$ cat config.mk
export PLATFORM = sky130hd
export DESIGN_NAME = xor_bist_ctrl
export DESIGN_NICKNAME = d
export VERILOG_FILES = /design/src/rtl/xor_bist_ctrl.sv
export SDC_FILE = /design/constraint.sdc
export NUM_CORES = 1
export LEC_CHECK = 0
export ABC_CLOCK_PERIOD_IN_PS = 2300
export BUFFER_PORTS_ARGS = -buffer_cell sky130_fd_sc_hd__buf_2
export CAP_MARGIN = 20
export CORE_AREA = 2 2 51 53
export DETAILED_ROUTE_END_ITERATION = 16
export DIE_AREA = 0 0 53 55
export GPL_ROUTABILITY_DRIVEN = 0
export SLEW_MARGIN = 20
export SYNTH_ARGS = -nofsm -noshare
export SYNTH_HDL_FRONTEND = slang
export SYNTH_SLANG_ARGS = --single-unit
export TNS_END_PERCENT = 1
$ cat constraint.sdc
create_clock -name clk -period 2.3 [get_ports clk]
set_input_delay 0.115 -clock clk [delete_from_list [all_inputs] [get_ports clk]]
set_output_delay 0.115 -clock clk [all_outputs]
set_load 0.1 [all_outputs]
$ cat src/rtl/xor_bist_ctrl.sv
// ---------------------------------------------------------------------------
// xor_bist_ctrl
//   Built-in self-test sequencer for a single two-input XOR gate. It applies
//   the four input vectors {a,b} = 00, 01, 10, 11 in order, holds each for
//   SETTLE cycles, samples the gate output c once per vector, and reports the
//   mismatch count and a per-vector failure map.
//
// Parameters
//   SETTLE   : cycles each vector is held before c is sampled (1..15;
//              0 behaves as 1, values above 15 behave as 15)
//
// Configuration macro
//   XOR_BIST_LOOP_EN : when defined, start held high in DONE re-runs the
//                      sequence and results accumulate across runs. When
//                      undefined the block is one-shot and DONE waits for
//                      start to drop.
//
// Ports
//   clk      in   clock, rising-edge active
//   rst      in   synchronous active-high reset
//   start    in   level request to run the sequence (ignored while busy)
//   c        in   output of the XOR gate under test
//   a, b     out  registered operands driven to the gate
//   busy     out  sequence in progress (DRIVE or SAMPLE)
//   done     out  sequence finished (DONE)
//   pass     out  done with no mismatches
//   err_cnt  out  mismatch count, saturating at 15
//   fail_vec out  bit i set when vector i mismatched
// ---------------------------------------------------------------------------
module xor_bist_ctrl #(
    parameter int unsigned SETTLE = 1
) (
    input  logic       clk,
    input  logic       rst,
    input  logic       start,
    input  logic       c,
    output logic       a,
    output logic       b,
    output logic       busy,
    output logic       done,
    output logic       pass,
    output logic [3:0] err_cnt,
    output logic [3:0] fail_vec
);

    localparam int unsigned CNT_W      = 4;
    localparam int unsigned ERR_W      = 4;
    localparam int unsigned VEC_W      = 2;
    localparam int unsigned SETTLE_EFF = (SETTLE == 0) ? 1 :
                                         ((SETTLE > 15) ? 15 : SETTLE);
    localparam logic [CNT_W-1:0] SETTLE_LAST = CNT_W'(SETTLE_EFF - 1);
    localparam logic [VEC_W-1:0] VEC_LAST    = VEC_W'(3);
    localparam logic [ERR_W-1:0] ERR_MAX     = ERR_W'(15);

    typedef enum logic [1:0] {
        S_IDLE   = 2'd0,
        S_DRIVE  = 2'd1,
        S_SAMPLE = 2'd2,
        S_DONE   = 2'd3
    } state_e;

    state_e             state_q, state_d;
    logic [CNT_W-1:0]   settle_cnt_q, settle_cnt_d;
    logic [VEC_W-1:0]   vec_q, vec_d;
    logic               a_q, a_d;
    logic               b_q, b_d;
    logic               busy_q, busy_d;
    logic               done_q, done_d;
    logic               pass_q, pass_d;
    logic [ERR_W-1:0]   err_q, err_d;
    logic [3:0]         fail_q, fail_d;

    // State register
    always_ff @(posedge clk) begin
        if (rst) begin
            state_q <= S_IDLE;
        end else begin
            state_q <= state_d;
        end
    end

    // Next-state logic
    always_comb begin
        state_d = state_q;
        unique case (state_q)
            S_IDLE: begin
                if (start) begin
                    state_d = S_DRIVE;
                end
            end
            S_DRIVE: begin
                if (settle_cnt_q == SETTLE_LAST) begin
                    state_d = S_SAMPLE;
                end
            end
            S_SAMPLE: begin
                state_d = (vec_q == VEC_LAST) ? S_DONE : S_DRIVE;
            end
            S_DONE: begin
`ifdef XOR_BIST_LOOP_EN
                // Held start restarts immediately; done lasts one cycle
                state_d = start ? S_DRIVE : S_IDLE;
`else
                if (!start) begin
                    state_d = S_IDLE;
                end
`endif
            end
            default: begin
                state_d = S_IDLE;
            end
        endcase
    end

    // Datapath and registered-output next values
    always_comb begin
        settle_cnt_d = settle_cnt_q;
        vec_d        = vec_q;
        a_d          = a_q;
        b_d          = b_q;
        err_d        = err_q;
        fail_d       = fail_q;

        unique case (state_q)
            S_IDLE: begin
                if (start) begin
                    // Fresh run: first vector and cleared results
                    settle_cnt_d = '0;
                    vec_d        = '0;
                    a_d          = 1'b0;
                    b_d          = 1'b0;
                    err_d        = '0;
                    fail_d       = '0;
                end
            end
            S_DRIVE: begin
                if (settle_cnt_q == SETTLE_LAST) begin
                    settle_cnt_d = '0;
                end else begin
                    settle_cnt_d = settle_cnt_q + CNT_W'(1);
                end
            end
            S_SAMPLE: begin
                // c is only trusted here, after the settle window
                if (c != (a_q ^ b_q)) begin
                    if (err_q != ERR_MAX) begin
                        err_d = err_q + ERR_W'(1);
                    end
                    fail_d[vec_q] = 1'b1;
                end
                settle_cnt_d = '0;
                if (vec_q == VEC_LAST) begin
                    vec_d = '0;
                    a_d   = 1'b0;
                    b_d   = 1'b0;
                end else begin
                    vec_d = vec_q + VEC_W'(1);
                    a_d   = vec_d[1];
                    b_d   = vec_d[0];
                end
            end
            S_DONE: begin
`ifdef XOR_BIST_LOOP_EN
                // Looped run keeps accumulating err_cnt and fail_vec
                if (start) begin
                    settle_cnt_d = '0;
                    vec_d        = '0;
                    a_d          = 1'b0;
                    b_d          = 1'b0;
                end
`endif
            end
            default: begin
                settle_cnt_d = '0;
                vec_d        = '0;
                a_d          = 1'b0;
                b_d          = 1'b0;
            end
        endcase

        // Status flags track the state being entered so they line up with it
        busy_d = (state_d == S_DRIVE) || (state_d == S_SAMPLE);
        done_d = (state_d == S_DONE);
        pass_d = done_d && (err_d == '0);
    end

    // Datapath registers
    always_ff @(posedge clk) begin
        if (rst) begin
            settle_cnt_q <= '0;
            vec_q        <= '0;
            a_q          <= 1'b0;
            b_q          <= 1'b0;
            busy_q       <= 1'b0;
            done_q       <= 1'b0;
            pass_q       <= 1'b0;
            err_q        <= '0;
            fail_q       <= '0;
        end else begin
            settle_cnt_q <= settle_cnt_d;
            vec_q        <= vec_d;
            a_q          <= a_d;
            b_q          <= b_d;
            busy_q       <= busy_d;
            done_q       <= done_d;
            pass_q       <= pass_d;
            err_q        <= err_d;
            fail_q       <= fail_d;
        end
    end

    assign a        = a_q;
    assign b        = b_q;
    assign busy     = busy_q;
    assign done     = done_q;
    assign pass     = pass_q;
    assign err_cnt  = err_q;
    assign fail_vec = fail_q;

endmodule

==> flow_summary.toml, run 1 <==
[critical_path]
crit_path_end_kind = "register"
reg2reg_depth = 9
cp-start-kind = "register"
crit_fanout = 5
timing_worst_setup_path_type = "register to register"
worst_ep_required_time_ns = 2.50
data_arrival_time_of_the_critical_path_ns = 2.06

[route]
final_antenna_net_count = 0
drc_errors = 0
via_count = 831
drt_first_pass_iters = 4
detail_route.iter0.violations = 11
drt-vias-per-instance = 5.194
routed_wl_per_cell_um = 11.89
routed_wl_um = 1903

[global_route]
grt_remaining_overflow = 0
grt_use_met2_pct = 24.38
gr-max-usage-layer = "met2"
grt.met1_usage_pct = 17.41
grt_pass1_wl_um = 3111
grt_pass1_vias = 758
largest_net_degree_at_the_start_of_global_routing = 15
initial_antenna_violation_count = 0
global_route.usage.total_pct = 14.52
met3_usage_pct = 3.226

[floorplanning]
fp.coreArea_sq_um = 2365
ios = 17
die_w_um = 53
area_of_the_die_sq_um = 2915
floorplan.rows = 18
die_y_um = 55
initial_utilization_pct = 42.17

[sta]
worstMarginPinSlew_ns = 0.5114
hold_slack_ns = 0.1566
max_freq_ghz = 0.5386
clock_skew_ns = 0.01215
timing.final.max_slew_violations = 0
timing.max_slew.rel_slack_pct = 65.83
timing.setup.tns_ns = 0
finalCritPeriodShare_pct = 80.72
finalSetupViolations = 0
finalHoldViolations = 0
unrepaired_setup_endpoints_after_global_routing = "no"
min_period_ns = 1.857

[finish]
final_area_sq_um = 1125
insertedDiodeCount = 0
fin_nets = 143
area_growth_pct = 12.80
fraction_of_final_layout_cells_sized_beyond_drive_strength_1_pct = 20.00
fin_util_pct = 47.57

[min_path]
timing.hold.worst.class = "input port to register"
worstHoldPathCells = 2

[clock_tree]
clk_transition_reported_paths_ns = 0.11
postCtsSetupBuffers = 0
number_of_gates_resized_after_cts = 0
htreeDepth = 1
clock_insertion_delay_worst_skew_ns = 0.29
post_cts_hold_buffer_count = 0
clk_root_buffer_cell = "clkbuf_4"
clock_sink_count = 19
cts-buffers-inserted = 3
tritoncts = "yes"
clockBufferDepth = 2

[yosys]
postSynthNetCount = 125
ys_ff_latch = 19
syn-cell-area_sq_um = 997.2
ys_seq_area_share_pct = 38.14
most_frequently_used_flop_master_after_synthesis = "dfxtp_1"
synth-edff-count = 0
synth_top_cell_by_area = "dfxtp_1"
synth.avg_cell_area_sq_um = 8.825
synth_top_area_share_pct = 38.14
syn_inst = 113
ys_warn_count = 0
async_reset_ff_share_pct = 0
synth_cell_types = 38
synth_area_leaders = "dfxtp_1 (38%), ha_1 (10%), a21oi_1 (5.5%)"

[run]
maxCapViolCount = 0

[pwr]
p_per_area_nw_per_um2 = 609.0
max-vdd-ir-drop_uv = 281.8
total_leakage_power_nw = 0.4755

[placed_design]
area_after_detailed_placement_sq_um = 1097
place.detailed.hpwl_um = 1439
portBuffers = 16

[outcome]
outcome = "complete, no violations"
## kinds of logic after synthesis
family | share of synthesized area (%)
simple gates | 23.97
compound gates | 17.57
flops | 38.14
buf+inv | 5.771
fa+ha+maj | 10.04
xor+xnor | 3.388
mux | 1.129
## where the power goes
group          total, mW  switching, mW  leakage [nW]  internal [mW]
registers          0.353         0.0111         0.155          0.342
logic              0.168          0.126         0.303         0.0412
clock network      0.164         0.0994        0.0177         0.0646
## final cells by class
type                       count  area [sq um]
sequential                    19         382.9
fill                         255          1240
multi-input combinational     82         559.3
clock inverter                 1         5.005
timing repair buffer          17         87.58
inverter                       8         30.03
clock buffer                   3         22.52
tap                           30         37.54
## registers in the layout, summed over array words and instances (netlist names)
name / flops
err_cnt: 4
busy: 1
settle_cnt_q: 4
b: 1
state_q: 2
pass: 1
fail_vec: 4
vec_q: 1
done: 1
## cell usage in the layout, fill, tap and decap left out, types with 3 or more instances in the layout
cell type | Yosys | routed
a21oi_1 | 11 | 11
a31oi_1 | 3 | 3
buf_2 | 1 | 16
clkbuf_4 | 0 | 3
dfxtp_1 | 19 | 17
ha_1 | 8 | 8
inv_1 | 8 | 8
nand2_1 | 4 | 4
nand2b_1 | 3 | 3
nand3_1 | 4 | 4
nor2_1 | 11 | 11
nor2b_1 | 6 | 6
nor3_1 | 3 | 3
o21ai_1 | 3 | 3
## worst paths after layout
path | from | end | slack [ns]
worst max-delay path | settle_cnt_q[0] | pass | 0.44
worst min-delay path | rst | err_cnt[1] | 0.16
worst max register to register | settle_cnt_q[0] | pass | 0.44
worst min register to register | fail_vec[2] | fail_vec[2] | 0.47
## worst max-delay path, cell delays in order (launching register included)
cell	delay, ns
dfxtp_1	0.36
inv_1	0.07
ha_1	0.14
nor3b_2	0.29
nand2_1	0.12
a21oi_1	0.20
a31oi_1	0.07
ha_1	0.20
nor2b_1	0.13
and4bb_1	0.20
## per-stage QoR
| step | setup slack [ns] | instances | total power [mW] |
|---|---|---|---|
| final | 0.4434 | 160 | 0.6851 |
| after global placement | 0.4566 | 156 | 0.5283 |
| after global routing | 0.2530 | 160 | 0.7225 |
| after detailed placement | 0.4321 | 156 | 0.5303 |
| after floorplan | 0.06396 | 113 | 0.5028 |
| after CTS | 0.4205 | 160 | 0.6944 |
## metal layers
| metal | wire length, um | share of wire [%] | vias to the layer above |
|---|---|---|---|
| met3 | 77 | 4.0 | 2 |
| met5 | 0 | 0 | - |
| li1 | - | - | 434 |
| met4 | 19 | 1.0 | 0 |
| met1 | 906 | 48 | 385 |
| met2 | 900 | 47 | 10 |
## synth_stat cells (all sizes together), types with 3 or more instances
cell / count
a21oi: 11
a31oi: 3
and3: 3
buf: 3
dfxtp: 19
ha: 8
inv: 8
nand2: 4
nand2b: 3
nand3: 4
nor2: 11
nor2b: 6
nor3: 3
o21ai: 4
(Power assumes the default switching activity.)
==> run 2, diff against run 1 <==
- ABC_CLOCK_PERIOD_IN_PS: 2300 -> 1900
- clock period: 2.3 -> 1.9 ns (I/O delays scaled with it)
==> run 2 against run 1 <==
Via count fell by 2.6%. Sequential cell count did not move. Highest routed layer unchanged. Utilization rose by 2.4 points. Largest power group unchanged.
==> flow_summary.toml, run 2 (synthesis results as in run 1) <==
[outcome]
outcome = "complete, no violations"

[clock_tree]
cts-buffers-inserted = 3
clk_transition_reported_paths_ns = 0.11
clock_insertion_delay_worst_skew_ns = 0.29
htreeDepth = 1
tritoncts = "yes"
clk_root_buffer_cell = "clkbuf_4"
clockBufferDepth = 2
clock_sink_count = 19

[critical_path]
worst_path_most_repeated_cell = "ha_2"
r2r_setup_slack_ns = 0.12
cp_top_family = "simple AND/OR/NAND/NOR gates"
path_buf_inv = 1
setup.worst_path.start = "settle_cnt_q[1]"
crit_chain = "inv_2 -> ha_2 -> nor3b_4 -> nand2_1 -> a21oi_2 -> a31oi_1 -> ha_2 -> nor2b_4 -> and4bb_1"
crit_fanout = 5
crit_path_end_kind = "register"
cp-start-kind = "register"
timing_worst_setup_path_type = "register to register"
critical_path.slowest_cell = "dfxtp_2"
data_arrival_time_of_the_critical_path_ns = 1.99
worst_ep_required_time_ns = 2.10
critical_path.max_stage_delay_ns = 0.36
reg2reg_depth = 9
path_depth = 9
regToRegEndpoint = "pass"
endpoint = "pass"
timing.rr.start = "settle_cnt_q[1]"

[sta]
worstMarginPinSlew_ns = 0.4882
finalHoldViolations = 0
timing.max_slew.rel_slack_pct = 67.39
clock_skew_ns = 0.001519
unrepaired_setup_endpoints_after_global_routing = "yes"
timing.final.max_slew_violations = 0
worst_slack_ns = 0.1152
hold_slack_ns = 0.1464
max_freq_ghz = 0.5603
finalCritPeriodShare_pct = 93.94
min_period_ns = 1.785
finalSetupViolations = 0

[global_route]
initial_antenna_violation_count = 0
grt_pass1_wl_um = 3139
grt_pass1_vias = 716
global_route.usage.total_pct = 14.74
grt_remaining_overflow = 0
largest_net_degree_at_the_start_of_global_routing = 15

[pwr]
net-switching-power_mw = 0.2981
total_leakage_power_nw = 0.4881
power.share.switching_pct = 35.23
cell_internal_pwr_mw = 0.5480
seq_power_share_pct = 50.1
p_per_area_nw_per_um2 = 716.3
p_comb_share_pct = 25.1
power_frac_clock_pct = 24.8
max-vdd-ir-drop_uv = 363.9

[route]
routed_wl_per_cell_um = 11.82
via_count = 809
routed_wl_um = 1903
final_antenna_net_count = 0
drt_first_pass_iters = 4
drt-vias-per-instance = 5.025
detail_route.iter0.violations = 12
drc_errors = 0

[floorplanning]
die_y_um = 55
die_w_um = 53
area_of_the_die_sq_um = 2915
fp.coreArea_sq_um = 2365
initial_utilization_pct = 42.17
floorplan.rows = 18
ios = 17

[finish]
layout_common_cells = "buf_2 (16), nor2_1 (11), dfxtp_1 (11), a21oi_1 (10), inv_1 (6)"
insertedDiodeCount = 0
fillerInstances = 239
fin_nets = 144
storage_cell_area_sq_um = 397.9
finalNonFillerCells = 161
area_growth_pct = 18.44
multiInputGateArea_sq_um = 594.3
fin_util_pct = 49.95
mostFrequentLayoutCell = "buf_2"
fraction_of_final_layout_cells_sized_beyond_drive_strength_1_pct = 29.77

[run]
maxCapViolCount = 0

[placed_design]
place.detailed.hpwl_um = 1383
placement.setup.worst_slack_ns = 0.004743
portBuffers = 16
dpl.cell_count = 156

[min_path]
timing.hold.worst.class = "input port to register"
-- run 2: cell count changes in the layout (fill, tap and decap cells not counted), moves of 2 or more --
cell	change
dfxtp_4	+3
ha_1	-3
inv_1	-2
dfxtp_2	+3
inv_2	+2
dfxtp_1	-6
ha_2	+2
-- run 2: layer usage --
metal | vias up | GRT usage, % | share of wire (%)
li1 | 433 | - | -
met1 | 362 | 19.34 | 51
met2 | 12 | 23.33 | 44
met3 | 2 | 2.419 | 3.4
met4 | 0 | 7.692 | 1.0
met5 | - | 0 | 0
-- run 2: metrics by stage --
| step | TNS [ns] | power, mW | area (sq um) |
|---|---|---|---|
| floorplan | 0 | 0.6094 | 1022 |
| global placement | 0 | 0.6408 | 1120 |
| detailed placement | 0 | 0.6432 | 1120 |
| CTS | 0 | 0.8561 | 1152 |
| global route | -0.004214 | 0.8886 | 1181 |
| finish | 0 | 0.8461 | 1181 |
-- run 2: worst min-delay path by stage --
stage | start | end | slack (ns) | cells after the start
floorplan | rst | err_cnt[2] | 0.16 | 1
global placement | rst | settle_cnt_q[0] | 0.44 | 2
detailed placement | rst | b | 0.45 | 2
CTS | rst | vec_q[1] | 0.12 | 2
global route | rst | vec_q[1] | 0.15 | 2
finish | rst | b | 0.15 | 2
-- run 2: final cells by class --
| class | count | area share (%) |
|---|---|---|
| well taps | 30 | 3.178 |
| inverters | 8 | 2.542 |
| flip-flops and latches | 19 | 33.69 |
| clock buffers | 4 | 2.225 |
| repair buffers | 18 | 8.051 |
| multi-input cells | 82 | 50.32 |
-- run 2: power groups by stage --
stage	combinational [mW]	sequential, mW	clock [mW]
floorplan	0.0929	0.516	0
global placement	0.206	0.435	0
detailed placement	0.208	0.435	0
CTS	0.208	0.426	0.222
global route	0.229	0.428	0.231
finish	0.212	0.424	0.210
-- run 2: what timing repair did --
item,4_1_cts,5_1_grt
resized for setup,1,10
endpoints found under the setup margin,1,2
setup buffers,0,1
pin swaps,0,3
hold buffers,0,0
gates cloned,0,0
